==> src/rtl/wb_pkg.sv <==
// Shared writeback-arbiter types: source ids, default widths and the queued result entry.
package wb_pkg;

  localparam int unsigned WORD_SIZE     = 32;
  localparam int unsigned INSTR_TYPE_SZ = 4;
  localparam int unsigned ROB_ID_SZ     = 7;
  localparam int unsigned NUM_SRC       = 3;

  localparam logic [1:0] SRC_ALU = 2'd0;
  localparam logic [1:0] SRC_MEM = 2'd1;
  localparam logic [1:0] SRC_MUL = 2'd2;

  typedef struct packed {
    logic [INSTR_TYPE_SZ-1:0] itype;
    logic [WORD_SIZE-1:0]     pc;
    logic [WORD_SIZE-1:0]     result;
    logic [ROB_ID_SZ-1:0]     rob_id;
  } wb_entry_t;

  // Round-robin successor of a source id (mod NUM_SRC).
  function automatic logic [1:0] rr_next(input logic [1:0] src);
    return (src == SRC_MUL) ? SRC_ALU : src + 2'd1;
  endfunction

endpackage

==> src/rtl/wb_src_fifo.sv <==
// Per-source result FIFO; a push is accepted when not full or when the head pops on the same edge.
module wb_src_fifo #(
  parameter int unsigned DEPTH = 2,
  parameter int unsigned W     = 8
) (
  input  logic                     clk,
  input  logic                     rst_n,
  input  logic                     i_push,
  input  logic                     i_pop,
  input  logic                     i_flush,
  input  logic [W-1:0]             i_data,
  output logic [W-1:0]             o_head,
  output logic                     o_empty,
  output logic                     o_full,
  output logic [$clog2(DEPTH):0]   o_count
);

  localparam int unsigned PTR_W = $clog2(DEPTH);
  localparam int unsigned CNT_W = PTR_W + 1;

  logic [W-1:0]     r_mem [DEPTH];
  logic [PTR_W-1:0] r_wr_ptr;
  logic [PTR_W-1:0] r_rd_ptr;
  logic [CNT_W-1:0] r_count;
  logic             w_do_push;
  logic             w_do_pop;

  assign o_empty   = (r_count == '0);
  assign o_full    = (r_count == CNT_W'(DEPTH));
  assign o_count   = r_count;
  assign o_head    = r_mem[r_rd_ptr];
  assign w_do_push = i_push && !i_flush && (!o_full || i_pop);
  assign w_do_pop  = i_pop && !o_empty && !i_flush;

  always_ff @(posedge clk or negedge rst_n) begin
    if (!rst_n) begin
      r_wr_ptr <= '0;
      r_rd_ptr <= '0;
      r_count  <= '0;
    end else if (i_flush) begin
      r_wr_ptr <= '0;
      r_rd_ptr <= '0;
      r_count  <= '0;
    end else begin
      if (w_do_push) r_wr_ptr <= r_wr_ptr + PTR_W'(1);
      if (w_do_pop)  r_rd_ptr <= r_rd_ptr + PTR_W'(1);
      case ({w_do_push, w_do_pop})
        2'b10:   r_count <= r_count + CNT_W'(1);
        2'b01:   r_count <= r_count - CNT_W'(1);
        default: r_count <= r_count;
      endcase
    end
  end

  // Storage carries no reset; only the pointers define validity.
  always_ff @(posedge clk) begin
    if (w_do_push) r_mem[r_wr_ptr] <= i_data;
  end

endmodule

==> src/rtl/wb_arbiter.sv <==
// Writeback arbiter: three per-source FIFOs merged round-robin onto one registered ROB write port.
module wb_arbiter #(
  parameter int unsigned WORD_SIZE     = wb_pkg::WORD_SIZE,
  parameter int unsigned INSTR_TYPE_SZ = wb_pkg::INSTR_TYPE_SZ,
  parameter int unsigned ROB_ID_SZ     = wb_pkg::ROB_ID_SZ,
  parameter int unsigned DEPTH         = 2
) (
  input  logic                       clk,
  input  logic                       reset,
  input  logic                       flush,
  input  logic [2:0]                 src_valid,
  input  logic [3*INSTR_TYPE_SZ-1:0] src_type,
  input  logic [3*WORD_SIZE-1:0]     src_pc,
  input  logic [3*WORD_SIZE-1:0]     src_result,
  input  logic [3*ROB_ID_SZ-1:0]     src_rob_id,
  output logic [2:0]                 src_full,
  output logic                       rob_wr_en,
  output logic [ROB_ID_SZ-1:0]       rob_wr_id,
  output logic [INSTR_TYPE_SZ-1:0]   rob_wr_type,
  output logic [WORD_SIZE-1:0]       rob_wr_pc,
  output logic [WORD_SIZE-1:0]       rob_wr_value,
  output logic [1:0]                 rob_wr_src,
  output logic                       overflow_err
);

  import wb_pkg::wb_entry_t;
  import wb_pkg::NUM_SRC;
  import wb_pkg::rr_next;

  localparam int unsigned ENTRY_W = $bits(wb_entry_t);
  localparam int unsigned CNT_W   = $clog2(DEPTH) + 1;

  wb_entry_t          w_push_entry [NUM_SRC];
  wb_entry_t          w_head       [NUM_SRC];
  logic [CNT_W-1:0]   w_count      [NUM_SRC];
  logic [NUM_SRC-1:0] w_empty;
  logic [NUM_SRC-1:0] w_pop;
  logic [NUM_SRC-1:0] w_drop;
  logic               w_grant_valid;
  logic [1:0]         w_grant_id;
  logic [2:0]         w_scan;
  wb_entry_t          w_win;

  logic [1:0]         r_rr_ptr;
  logic               r_overflow;

  for (genvar g = 0; g < NUM_SRC; g++) begin : g_src
    assign w_push_entry[g] = {src_type[g*INSTR_TYPE_SZ +: INSTR_TYPE_SZ],
                              src_pc[g*WORD_SIZE +: WORD_SIZE],
                              src_result[g*WORD_SIZE +: WORD_SIZE],
                              src_rob_id[g*ROB_ID_SZ +: ROB_ID_SZ]};
    assign w_pop[g]  = w_grant_valid && (w_grant_id == 2'(g)) && !flush;
    assign w_drop[g] = src_valid[g] && !flush && !w_pop[g] && (w_count[g] == CNT_W'(DEPTH));

    wb_src_fifo #(
      .DEPTH (DEPTH),
      .W     (ENTRY_W)
    ) u_fifo (
      .clk     (clk),
      .rst_n   (reset),
      .i_push  (src_valid[g]),
      .i_pop   (w_pop[g]),
      .i_flush (flush),
      .i_data  (w_push_entry[g]),
      .o_head  (w_head[g]),
      .o_empty (w_empty[g]),
      .o_full  (src_full[g]),
      .o_count (w_count[g])
    );
  end

  // First non-empty FIFO scanning from r_rr_ptr, wrapping mod NUM_SRC.
  always_comb begin
    w_grant_valid = 1'b0;
    w_grant_id    = r_rr_ptr;
    w_scan        = '0;
    for (int k = 0; k < NUM_SRC; k++) begin
      w_scan = {1'b0, r_rr_ptr} + 3'(k);
      if (w_scan >= 3'(NUM_SRC)) w_scan = w_scan - 3'(NUM_SRC);
      if (!w_grant_valid && !w_empty[w_scan[1:0]]) begin
        w_grant_valid = 1'b1;
        w_grant_id    = w_scan[1:0];
      end
    end
  end

  always_comb begin
    w_win = w_head[w_grant_id];
  end

  always_ff @(posedge clk or negedge reset) begin
    if (!reset) begin
      r_rr_ptr     <= '0;
      r_overflow   <= 1'b0;
      rob_wr_en    <= 1'b0;
      rob_wr_id    <= '0;
      rob_wr_type  <= '0;
      rob_wr_pc    <= '0;
      rob_wr_value <= '0;
      rob_wr_src   <= '0;
    end else begin
      if (|w_drop) r_overflow <= 1'b1;
      if (flush) begin
        rob_wr_en <= 1'b0;
      end else if (w_grant_valid) begin
        rob_wr_en    <= 1'b1;
        rob_wr_id    <= w_win.rob_id;
        rob_wr_type  <= w_win.itype;
        rob_wr_pc    <= w_win.pc;
        rob_wr_value <= w_win.result;
        rob_wr_src   <= w_grant_id;
        r_rr_ptr     <= rr_next(w_grant_id);
      end else begin
        rob_wr_en <= 1'b0;
      end
    end
  end

  assign overflow_err = r_overflow;

endmodule
==> config.mk <==
export PLATFORM = sky130hd
export DESIGN_NAME = wb_arbiter
export DESIGN_NICKNAME = d
export VERILOG_FILES = /design/src/rtl/wb_pkg.sv /design/src/rtl/wb_src_fifo.sv /design/src/rtl/wb_arbiter.sv
export SDC_FILE = /design/constraint.sdc
export NUM_CORES = 1
export LEC_CHECK = 0
export CORE_MARGIN = 2
export CORE_UTILIZATION = 45
export CTS_CLUSTER_DIAMETER = 30
export DETAILED_ROUTE_END_ITERATION = 16
export GPL_TIMING_DRIVEN = 0
export PLACE_DENSITY = 0.68
export REMOVE_ABC_BUFFERS = 1
export SETUP_SLACK_MARGIN = 0.15
export SLEW_MARGIN = 20
export SYNTH_ARGS = -nofsm -noshare
export SYNTH_HDL_FRONTEND = slang
export SYNTH_SLANG_ARGS = --single-unit
==> constraint.sdc <==
create_clock -name clk -period 9.7 [get_ports clk]
set_input_delay 1.455 -clock clk [delete_from_list [all_inputs] [get_ports clk]]
set_output_delay 1.455 -clock clk [all_outputs]
set_load 0.03 [all_outputs]
-- Word-level counts from Yosys, hierarchy flattened
Memories as Yosys holds them, arrays and structs flattened.
Index checks and enable logic that the tools add are counted.
- bits of input ports: 231
- flip-flop bits (word level): 93
- memories: 3
- word-level logic and storage cells: 160
- output and inout bits: 82
- RAM bits: 450
- memories (name ; words ; width ; read ports ; clocked after Yosys merged registers in ; wr ports ; RTL line ; source):
    g_src[0].u_fifo.r_mem ; 2 ; 75 ; 1 ; 0 ; 1 ; wb_src_fifo.sv:21 ; logic [W-1:0] r_mem [DEPTH];
    g_src[1].u_fifo.r_mem ; 2 ; 75 ; 1 ; 0 ; 1 ; wb_src_fifo.sv:21 ;
    g_src[2].u_fifo.r_mem ; 2 ; 75 ; 1 ; 0 ; 1 ; wb_src_fifo.sv:21 ;
- order comparisons: 7
- equality and inequality tests: 11
- reduce and logical (&&, ||, !) cells: 57
- bitwise operators: 2
- muxes and demuxes: 45
- add/subtract/negate cells: 18
- operators with widths (operator ; number):
    75-bit binary-select mux with 2-bit select ; 1
    75-bit two-way mux ; 2
    1-bit logical AND ; 26
    1-bit two-way mux ; 26
    2-bit two-way mux ; 10
    2-bit == test, second input constant ; 7
    1-bit zero test ; 13
    2-bit one-hot mux with 2 select lines ; 3
    2-bit nonzero test ; 6
    2-bit by 3-bit less-than comparator with 1-bit output, second input constant ; 3
    3-bit nonzero test ; 3
    2-bit by 1-bit adder with 2-bit output, second input constant ; 4
    2-bit by 1-bit == test with 1-bit output, second input constant ; 4
    2-bit zero test ; 4
    1-bit adder, second input constant ; 6
    1-bit binary-select mux with 2-bit select ; 3
    3-bit by 2-bit >= comparator with 1-bit output, second input constant ; 2
    2-bit by 1-bit subtractor with 2-bit output, second input constant ; 3
    2-bit subtractor, second input constant ; 3
    2-bit by 1-bit adder with 3-bit output, second input constant ; 1
    2-bit by 2-bit adder with 3-bit output, second input constant ; 1
    3-bit >= comparator, second input constant ; 1
    1-bit logical OR ; 3
    2-bit inverter with 3-bit output ; 1
    4 further kinds ; 4

-- Depth between registers and ports, before layout
Gate-level depths: netlist (run 1).
- word-level depth: 19
- depth in mapped cells: 13
- depth with buffers taken out: 11

-- By module
Synthesis (run 1) repeated with hierarchy kept, for this count alone.
- cells, all modules: 1178
- area, all modules: 21597.0 um^2
- by module, submodules not included (module ; area an instance (um^2) ; sequential area each (um^2) ; times used ; cells an instance):
    wb_src_fifo at g_src[1].u_fifo ... ; 5664.2 ; 4604.4 ; 2 ; 258
    wb_src_fifo at g_src[0].u_fifo ; 5805.6 ; 4604.4 ; 1 ; 260
    wb_arbiter ; 4463.0 ; 2026.9 ; 1 ; 402

-- Least setup slack after synthesis (run 1)
No wires, ideal clock.
- kind: reg-to-reg
- start point: reg r_rr_ptr[0]
- end point: mem g_src[2].u_fifo.r_mem[0][0] (netlist name) (enable)
- stages on the path, launching flop included: 10
- clock period less this slack: 8.486 ns
- slack: 1.214 ns
- required time: 9.080 ns
- buffers on the path: 2
- arrival time: 7.866 ns
- library setup time: 0.620 ns
- cell sequence: dfrtp_1 > inv_1 > ha_1 > clkbuf_1 > o32a_1 > o31a_1 > a31oi_4 > nand3b_1 > buf_2 > a211oi_1
- longest elaborated chain between the ends: 18
- elaborated cells on any way between the ends: 35
- classes of those cells: 5 x add/sub; 3 x order compare; 1 x eq/ne; 17 x mux; 9 x reduce/logical
- RTL lines (item ; RTL line ; source):
    start, declared ; wb_arbiter.sv:44 ; logic [1:0] r_rr_ptr;
    start signal, assigned ; wb_arbiter.sv:112 ; r_rr_ptr <= rr_next(w_grant_id);
    2-bit by 1-bit adder with 3-bit output ; wb_arbiter.sv:78 ; w_scan = {1'b0, r_rr_ptr} + 3'(k);
    3-bit by 2-bit >= comparator with 1-bit output or 2-bit subtractor (tied branches) ; wb_arbiter.sv:79 ; if (w_scan >= 3'(NUM_SRC)) w_scan = w_scan - 3'(NUM_SRC);
    2-bit two-way mux ; wb_arbiter.sv:79 ;
    1-bit binary-select mux with 2-bit select ; wb_arbiter.sv:80 ; if (!w_grant_valid && !w_empty[w_scan[1:0]]) begin
    1-bit two-way mux (not written as such) ; wb_arbiter.sv:80 ;
    1-bit zero test ; wb_arbiter.sv:80 ;
    1-bit logical AND ; wb_arbiter.sv:80 ;
    1-bit two-way mux ; wb_arbiter.sv:80 ;
    1-bit zero test ; wb_arbiter.sv:80 ;
    1-bit logical AND ; wb_arbiter.sv:80 ;
    2-bit two-way mux ; wb_arbiter.sv:80 ;
    2-bit == test ; wb_arbiter.sv:52 ; assign w_pop[g] = w_grant_valid && (w_grant_id == 2'(g)) && !flush;
    1-bit logical AND * (2 in a row) ; wb_arbiter.sv:52 ;
    1-bit logical OR * ; wb_src_fifo.sv:32 ; assign w_do_push = i_push && !i_flush && (!o_full || i_pop);
    1-bit logical AND * ; wb_src_fifo.sv:32 ;
    1-bit two-way mux * ; wb_src_fifo.sv:57 ; if (w_do_push) r_mem[r_wr_ptr] <= i_data;
    1-bit two-way mux (not written as such) * ; wb_src_fifo.sv:57 ;
    end, declared ; wb_src_fifo.sv:21 ;
Every way passes the cells marked *; elsewhere a longest branch is shown, timed or not. The select of a mux whose other input is x is not followed.

-- Worst setup path in the final report (run 1)
- start point: in flush
- end point: mem g_src[2].u_fifo.r_mem[0][69] (netlist name) (enable)
- longest elaborated chain between the ends: 6
- elaborated cells on any way between the ends: 7
- classes of those cells: 2 x mux; 5 x reduce/logical
- RTL lines (item ; RTL line ; source):
    start, declared ; wb_arbiter.sv:10 ; input logic flush,
    1-bit zero test * ; wb_src_fifo.sv:32, wb_arbiter.sv:52 ;
    1-bit logical AND ; wb_arbiter.sv:52 ;
    1-bit logical OR ; wb_src_fifo.sv:32 ;
    1-bit logical AND * ; wb_src_fifo.sv:32 ;
    1-bit two-way mux * ; wb_src_fifo.sv:57 ;
    1-bit two-way mux (not written as such) * ; wb_src_fifo.sv:57 ;
Every way passes the cells marked *; elsewhere a longest branch is shown, timed or not.

==> metrics.txt, run 1 <==
leakage dissipation 10.5 nW; # rows 78; IO Port Bufs 312; crit path from flush; Critical Path Fanout Max 47; Residual DRC 0; Synth top area share 65.2%; Post-DRT Antenna Nets 0; clock tree buffer depth 3; clock root buffer clkbuf_16; # IOs 313; Hold Crit Depth 1; worst slew pin tran 1.03 ns; WP data required 10.03 ns; Max Clk Rate 0.189 GHz; hold bufs inserted after CTS 0; Final Hold Violating Endpoints 0; top cells by count, synth 450 x edfxtp_1, 261 x mux2i_1, 93 x dfrtp_1, 60 x nor2_1, 52 x clkbuf_1; cells after synthesis 1201; run status complete, no violations; pwr/cell area 324 nW/µm²; GR Overflow Total 0; Synth area leaders edfxtp_1 65%, mux2i_1 13%, dfrtp_1 11%, a211o_1 1.8%, o22ai_1 1.3%; Crit Path Class in -> reg; Layout area overhead 40.4%; Synth cell types 52; mean area per synthesized cell 17.3 µm²; Worst Reg2Reg Path Length in Cells 12; DIE AREA 47800 µm²; post-route minimum period 5.29 ns; pre-CTS setup slack 3.79 ns; DR WL met3 4150 µm; DR iter-0 viols 846; number of synthesized flops with an enable pin 450; flop-to-flop setup slack 4.86 ns; setup ws final 4.41 ns; top-count cell post-synth edfxtp_1; dpl cells 2109; Syn Std Cell Area 20700 µm²; unrepaired setup endpoints after global routing false; Final Slew Violations 0; CTS buffer count 106; clk slew on worst S/H paths 0.04 ns; mux contribution to synthesized area 12.6%; max_slew headroom 31.0%; Register Area 15900 µm²; H-Tree Depth 3; Crit Reg-Reg Endpoint g_src[2].u_fifo.r_mem[0][69]; largest family of logic cells by synthesized area multiplexers; CTS tree built; area of the multi-input gates 4640 µm²; ys async rst share 17.1%; sequential-to-total area share from yosys stat 76.4%; Yosys top cell by area edfxtp_1; Worst Skew 0.0195 ns; DR WL/cell 24.1 µm; Resize count post-CTS 0; Post CTS Setup Buffer Count 0; DP Wirelength 35700 µm; Post-Route WL 55600 µm; core box area 45400 µm²; Synth warnings 0; Die Height 219 µm; total track usage 23.3%; Arr. time, crit path 5.61 ns; compound-gate portion of the synthesized area 6.57%; worst flop-to-flop path startpoint r_rr_ptr[0]; Die Wd 219 µm; Finished Layout Cells 2313; end of the critical path g_src[2].u_fifo.r_mem[0][69]; number of synthesized register bits 543; fin crit share 54.5%; fillers 3172; routed wl met2 27600 µm; clk_lat worst skew 0.64 ns; vias 12.6k; Initial Utilization 45.7%; clock sink count 543; Final Setup Violations 0; vias per cell 5.44; Max Cap Viol 0; Main synth FF type edfxtp_1; endpoint class of the critical path register; worst vdd ir 213 µV; Top Metal Used met5; gpl congestion 0.787; global-route wire length before repair 81600 µm; share of cells above drive strength 1 14.8%; xor/xnor cell area share of the yosys netlist 0.127%; Hold WC Path Type reg -> reg; 1st-pass router iterations 5; wire length on met1 22500 µm; vias in the first global route 13.5k; antenna violations before repair 4; largest net degree at the start of global routing 50; simple-gate area share of the yosys netlist 2.58%; adder and majority gate portion of the synthesized area 0.121%; fin nets 1850; crit start category input port
cell usage in the layout, fill, tap and decap left out, types with 16 or more instances in the layout:
cell type | netlist | layout
edfxtp_1 | 450 | 450
nor2_1 | 60 | 57
a211o_1 | 42 | 42
buf_16 | 0 | 18
dfrtp_1 | 93 | 90
buf_6 | 0 | 19
o21ai_0 | 40 | 40
clkbuf_16 | 0 | 108
o22ai_1 | 43 | 43
a22oi_1 | 34 | 34
nand2_1 | 18 | 16
clkinv_2 | 0 | 18
clkdlybuf4s50_1 | 0 | 311
clkbuf_1 | 52 | 16
mux2i_1 | 261 | 261
cell type report:
cell class	instances	area share, %
Antenna cell	2	0.0172
Inverter	13	0.168
Timing Repair Buffer	377	14.3
Tap cell	600	2.58
Multi-Input combinational cell	576	15.9
Clock buffer	132	9.86
Sequential cell	543	54.4
Clock inverter	70	2.67
worst min-delay path by stage:
stage	start	slack, ns	to
floorplan	g_src[1].u_fifo.r_wr_ptr	0.44	g_src[1].u_fifo.r_wr_ptr
global placement	g_src[1].u_fifo.r_wr_ptr	0.45	g_src[1].u_fifo.r_wr_ptr
detailed placement	rob_wr_value[22]	0.47	rob_wr_value[22]
CTS	rob_wr_pc[6]	0.49	rob_wr_pc[6]
global route	rob_wr_value[21]	0.49	rob_wr_value[21]
finish	rob_wr_pc[6]	0.48	rob_wr_pc[6]
critical path, stage by stage:
cell             delay (ns)
clkdlybuf4s50_1        0.75
inv_1                  0.43
nand2_4                0.41
buf_16                 0.38
inv_1                  0.16
nand3b_1               0.52
a211oi_4               0.82
buf_6                  0.27
buf_6                  0.21
buf_8                  0.18
where the power goes:
| group | total, mW | internal, mW | switching [mW] |
|---|---|---|---|
| registers | 3.07 | 2.87 | 0.199 |
| clock network | 3.64 | 2.46 | 1.18 |
| logic | 2.71 | 1.18 | 1.53 |
| total | 9.42 | 6.51 | 2.91 |
through the flow:
stage	hold slack [ns]	util (%)	setup TNS (ns)	total power, mW	area (µm²)
floorplan	0.438	-	-78.38	4.65	20400
global placement	0.452	53.6	-2543.74	5.71	24300
detailed placement	0.475	56.1	0	5.82	25500
CTS	0.485	64.2	0	9.51	29100
global route	0.494	64.2	0	9.79	29100
finish	0.482	64.2	0	9.42	29100
cell families (layout without fill, tap and decap cells):
logic type | after synthesis | count (layout)
compound gates | 193 | 193
xor+xnor | 3 | 3
fa+ha+maj | 2 | 2
buf+inv | 82 | 592
flops | 543 | 543
mux | 261 | 261
other cells | 0 | 2
simple gates | 117 | 117
routing by layer:
layer	vias up	GRT usage [%]
met3	97	6.35
met5	-	0
met1	6406	28.9
li1	5605	-
met4	4	9.01
met2	481	39.0
sequential cells by signal (all words and copies together), names as in the netlist:
| signal | flops |
|---|---|
| g_src.u_fifo.o_count | 6 |
| g_src.u_fifo.r_mem | 450 |
| g_src.u_fifo.r_rd_ptr | 3 |
| g_src.u_fifo.r_wr_ptr | 3 |
| overflow_err | 1 |
| r_rr_ptr | 2 |
| rob_wr_en | 1 |
| rob_wr_id | 7 |
| rob_wr_pc | 32 |
| rob_wr_src | 2 |
| rob_wr_type | 4 |
| rob_wr_value | 32 |
No activity file was read; power rests on OpenSTA's default activity.
==> inputs of run 2 (changes only) <==
==> constraint.sdc (replaced) <==
create_clock -name clk -period 5.06 [get_ports clk]
set_input_delay 0.759 -clock clk [delete_from_list [all_inputs] [get_ports clk]]
set_output_delay 0.759 -clock clk [all_outputs]
set_load 0.03 [all_outputs]
==> run 2 against run 1 <==
  * Utilization is 0.11 points higher
  * Global-route usage stayed put
  * Clock-buffer cell count stayed put
  * Final cell count is 0.26% higher
  * Worst setup slack worse by 3.9 ns
  * Clock skew is 0.00066 ns higher
  * Power is 92% higher
  * Critical path type is now reg -> reg
  * Critical endpoint is now g_src[0].u_fifo.r_mem[1][23]
==> metrics.txt, run 2 (synthesized netlist as in run 1, its figures left out) <==
run status complete, no violations; DR iter-0 viols 880 (+4.0%); sequential share of power 32.5% (about the same); crit start category register; WHS 0.0460 ns (-0.436 ns); Worst Skew 0.0202 ns (+0.000663 ns); dpl cells 2109 (unchanged); Logic pwr share 28.8% (about the same); vias per cell 5.48 (+0.61%); Critical Path Fanout Max 14 (-70%); hold bufs inserted after CTS 0 (unchanged); DR WL/cell 24.2 µm (+0.57%); gpl congestion 0.787 (unchanged); core box area 45400 µm² (unchanged); Max Cap Viol 0 (unchanged); clock tree buffer depth 3 (unchanged); Largest register FFs 450 (unchanged); Largest Register g_src.u_fifo.r_mem; Crit Path Class reg -> reg; clk slew on worst S/H paths 0.05 ns (about the same); unrepaired setup endpoints after global routing false; Die Wd 219 µm (unchanged); endpoint class of the critical path register; crit path from r_rr_ptr[0]; IO Port Bufs 312 (unchanged); GR Overflow Total 0 (unchanged); vias 12.7k (+0.87%); Arr. time, crit path 4.89 ns (-0.72 ns); DP Wirelength 35700 µm (unchanged); # rows 78 (unchanged); design area 29200 µm² (+0.18%); Initial Utilization 45.7% (unchanged); Psw 5.60 mW (+92%); clock share of power 38.6% (about the same); antenna violations before repair 4 (unchanged); Final Slew Violations 0 (unchanged); largest net degree at the start of global routing 50 (unchanged); clock sink count 543 (unchanged); # IOs 313 (unchanged); Post-Route WL 56100 µm (+0.84%); Residual DRC 0 (unchanged); post-route minimum period 4.55 ns; Hold WC Path Type in -> async; CTS buffer count 106 (unchanged); fin nets 1856 (+0.32%); Final Hold Violating Endpoints 0 (unchanged); Largest regs g_src.u_fifo.r_mem (450), rob_wr_pc (32), rob_wr_value (32); worst slew pin tran 1.03 ns (-0.00124 ns); Switching Share 31.0% (+0.053 points); Die Height 219 µm (unchanged); internal power 12.5 mW (+92%); DIE AREA 47800 µm² (unchanged); clock root buffer clkbuf_16; Post-DRT Antenna Nets 0 (unchanged); total track usage 23.3% (unchanged); Finished Layout Cells 2319 (+0.26%); global-route wire length before repair 81600 µm (unchanged); pwr/cell area 620 nW/µm² (+92%); fin crit share 89.9%; Final Setup Violations 0 (unchanged); Max Clk Rate 0.220 GHz; WP data required 5.40 ns (-4.63 ns); worst flop-to-flop path startpoint r_rr_ptr[0]; share of cells above drive strength 1 15.2% (+0.36 points); Layout area overhead 40.7%; leakage dissipation 10.5 nW (+0.30%); most common cell after layout, fill and taps aside edfxtp_1; worst vdd ir 409 µV (+92%); CTS tree built; H-Tree Depth 3 (unchanged); Placed Area 25500 µm² (unchanged); TNS Setup 0 ns (unchanged); clk_lat worst skew 0.64 ns (about the same); vias in the first global route 13.5k (unchanged); max_slew headroom 31.1% (+0.083 points); total power 18.1 mW (+92%); most frequent cells in the layout 450 x edfxtp_1, 311 x clkdlybuf4s50_1, 261 x mux2i_1; 1st-pass router iterations 5 (unchanged)
run 2: area by class of cell:
| class | count | area, µm² |
|---|---|---|
| Sequential cell | 543 | 15900 |
| Fill cell | 3168 | 16200 |
| Clock inverter | 70 | 778 |
| Tap cell | 600 | 751 |
| Multi-Input combinational cell | 577 | 4650 |
| Clock buffer | 132 | 2870 |
| Timing Repair Buffer | 382 | 4210 |
| Antenna cell | 2 | 5.00 |
| Inverter | 13 | 48.8 |
run 2: power by group through the flow:
stage               clock [mW]  combinational (mW)  sequential (mW)
detailed placement           0                5.21             5.94
global placement             0                4.60             6.34
finish                    6.99                5.22             5.88
floorplan                    0                2.34             6.58
CTS                       7.08                5.26             5.88
global route              7.32                5.54             5.93
run 2: per-stage QoR:
| step | utilization, % | setup WS, ns |
|---|---|---|
| after detailed placement | 56.1 | -0.150 |
| after global routing | 64.3 | 0.235 |
| after global placement | 53.6 | -16.44 |
| after CTS | 64.2 | 0.156 |
| final | 64.3 | 0.513 |
| after floorplan | - | -5.24 |
run 2: metal layers:
metal	vias up	global-route usage, %	wire, µm
met5	-	0	26
met4	4	9.01	1400
met3	98	6.35	4190
met2	510	39.0	27800
met1	6477	28.9	22700
li1	5614	-	-
run 2: what timing repair did:
action                     in CTS  in global routing
buffers inserted                0                  5
hold endpoints to repair        0                  0
setup endpoints to repair       0                113
resized for setup               0                  2
run 2: path summary, 6_finish.rpt:
check,end,slack (ns),cells after the start
worst min-delay path,rob_wr_pc[13],0.05,1
worst max register to register,g_src[0].u_fifo.r_mem[1][23],0.51,13
worst min register to register,rob_wr_pc[6],0.48,1
max in group asynchronous,rob_wr_id[3],4.30,2
worst max-delay path,g_src[0].u_fifo.r_mem[1][23],0.51,13
min in group clk,rob_wr_pc[6],0.48,1
run 2: worst max-delay path: stages, from the launching register on:
cell and delay [ns]:
dfrtp_1 0.39, inv_1 0.07, ha_1 0.45, or3_1 0.44, a311o_1 0.40, a31oi_4 0.46, buf_16 0.23, a21boi_0 0.20
nor3b_2 0.69, buf_6 0.23, buf_4 0.21, buf_6 0.16, buf_6 0.16, buf_6 0.15
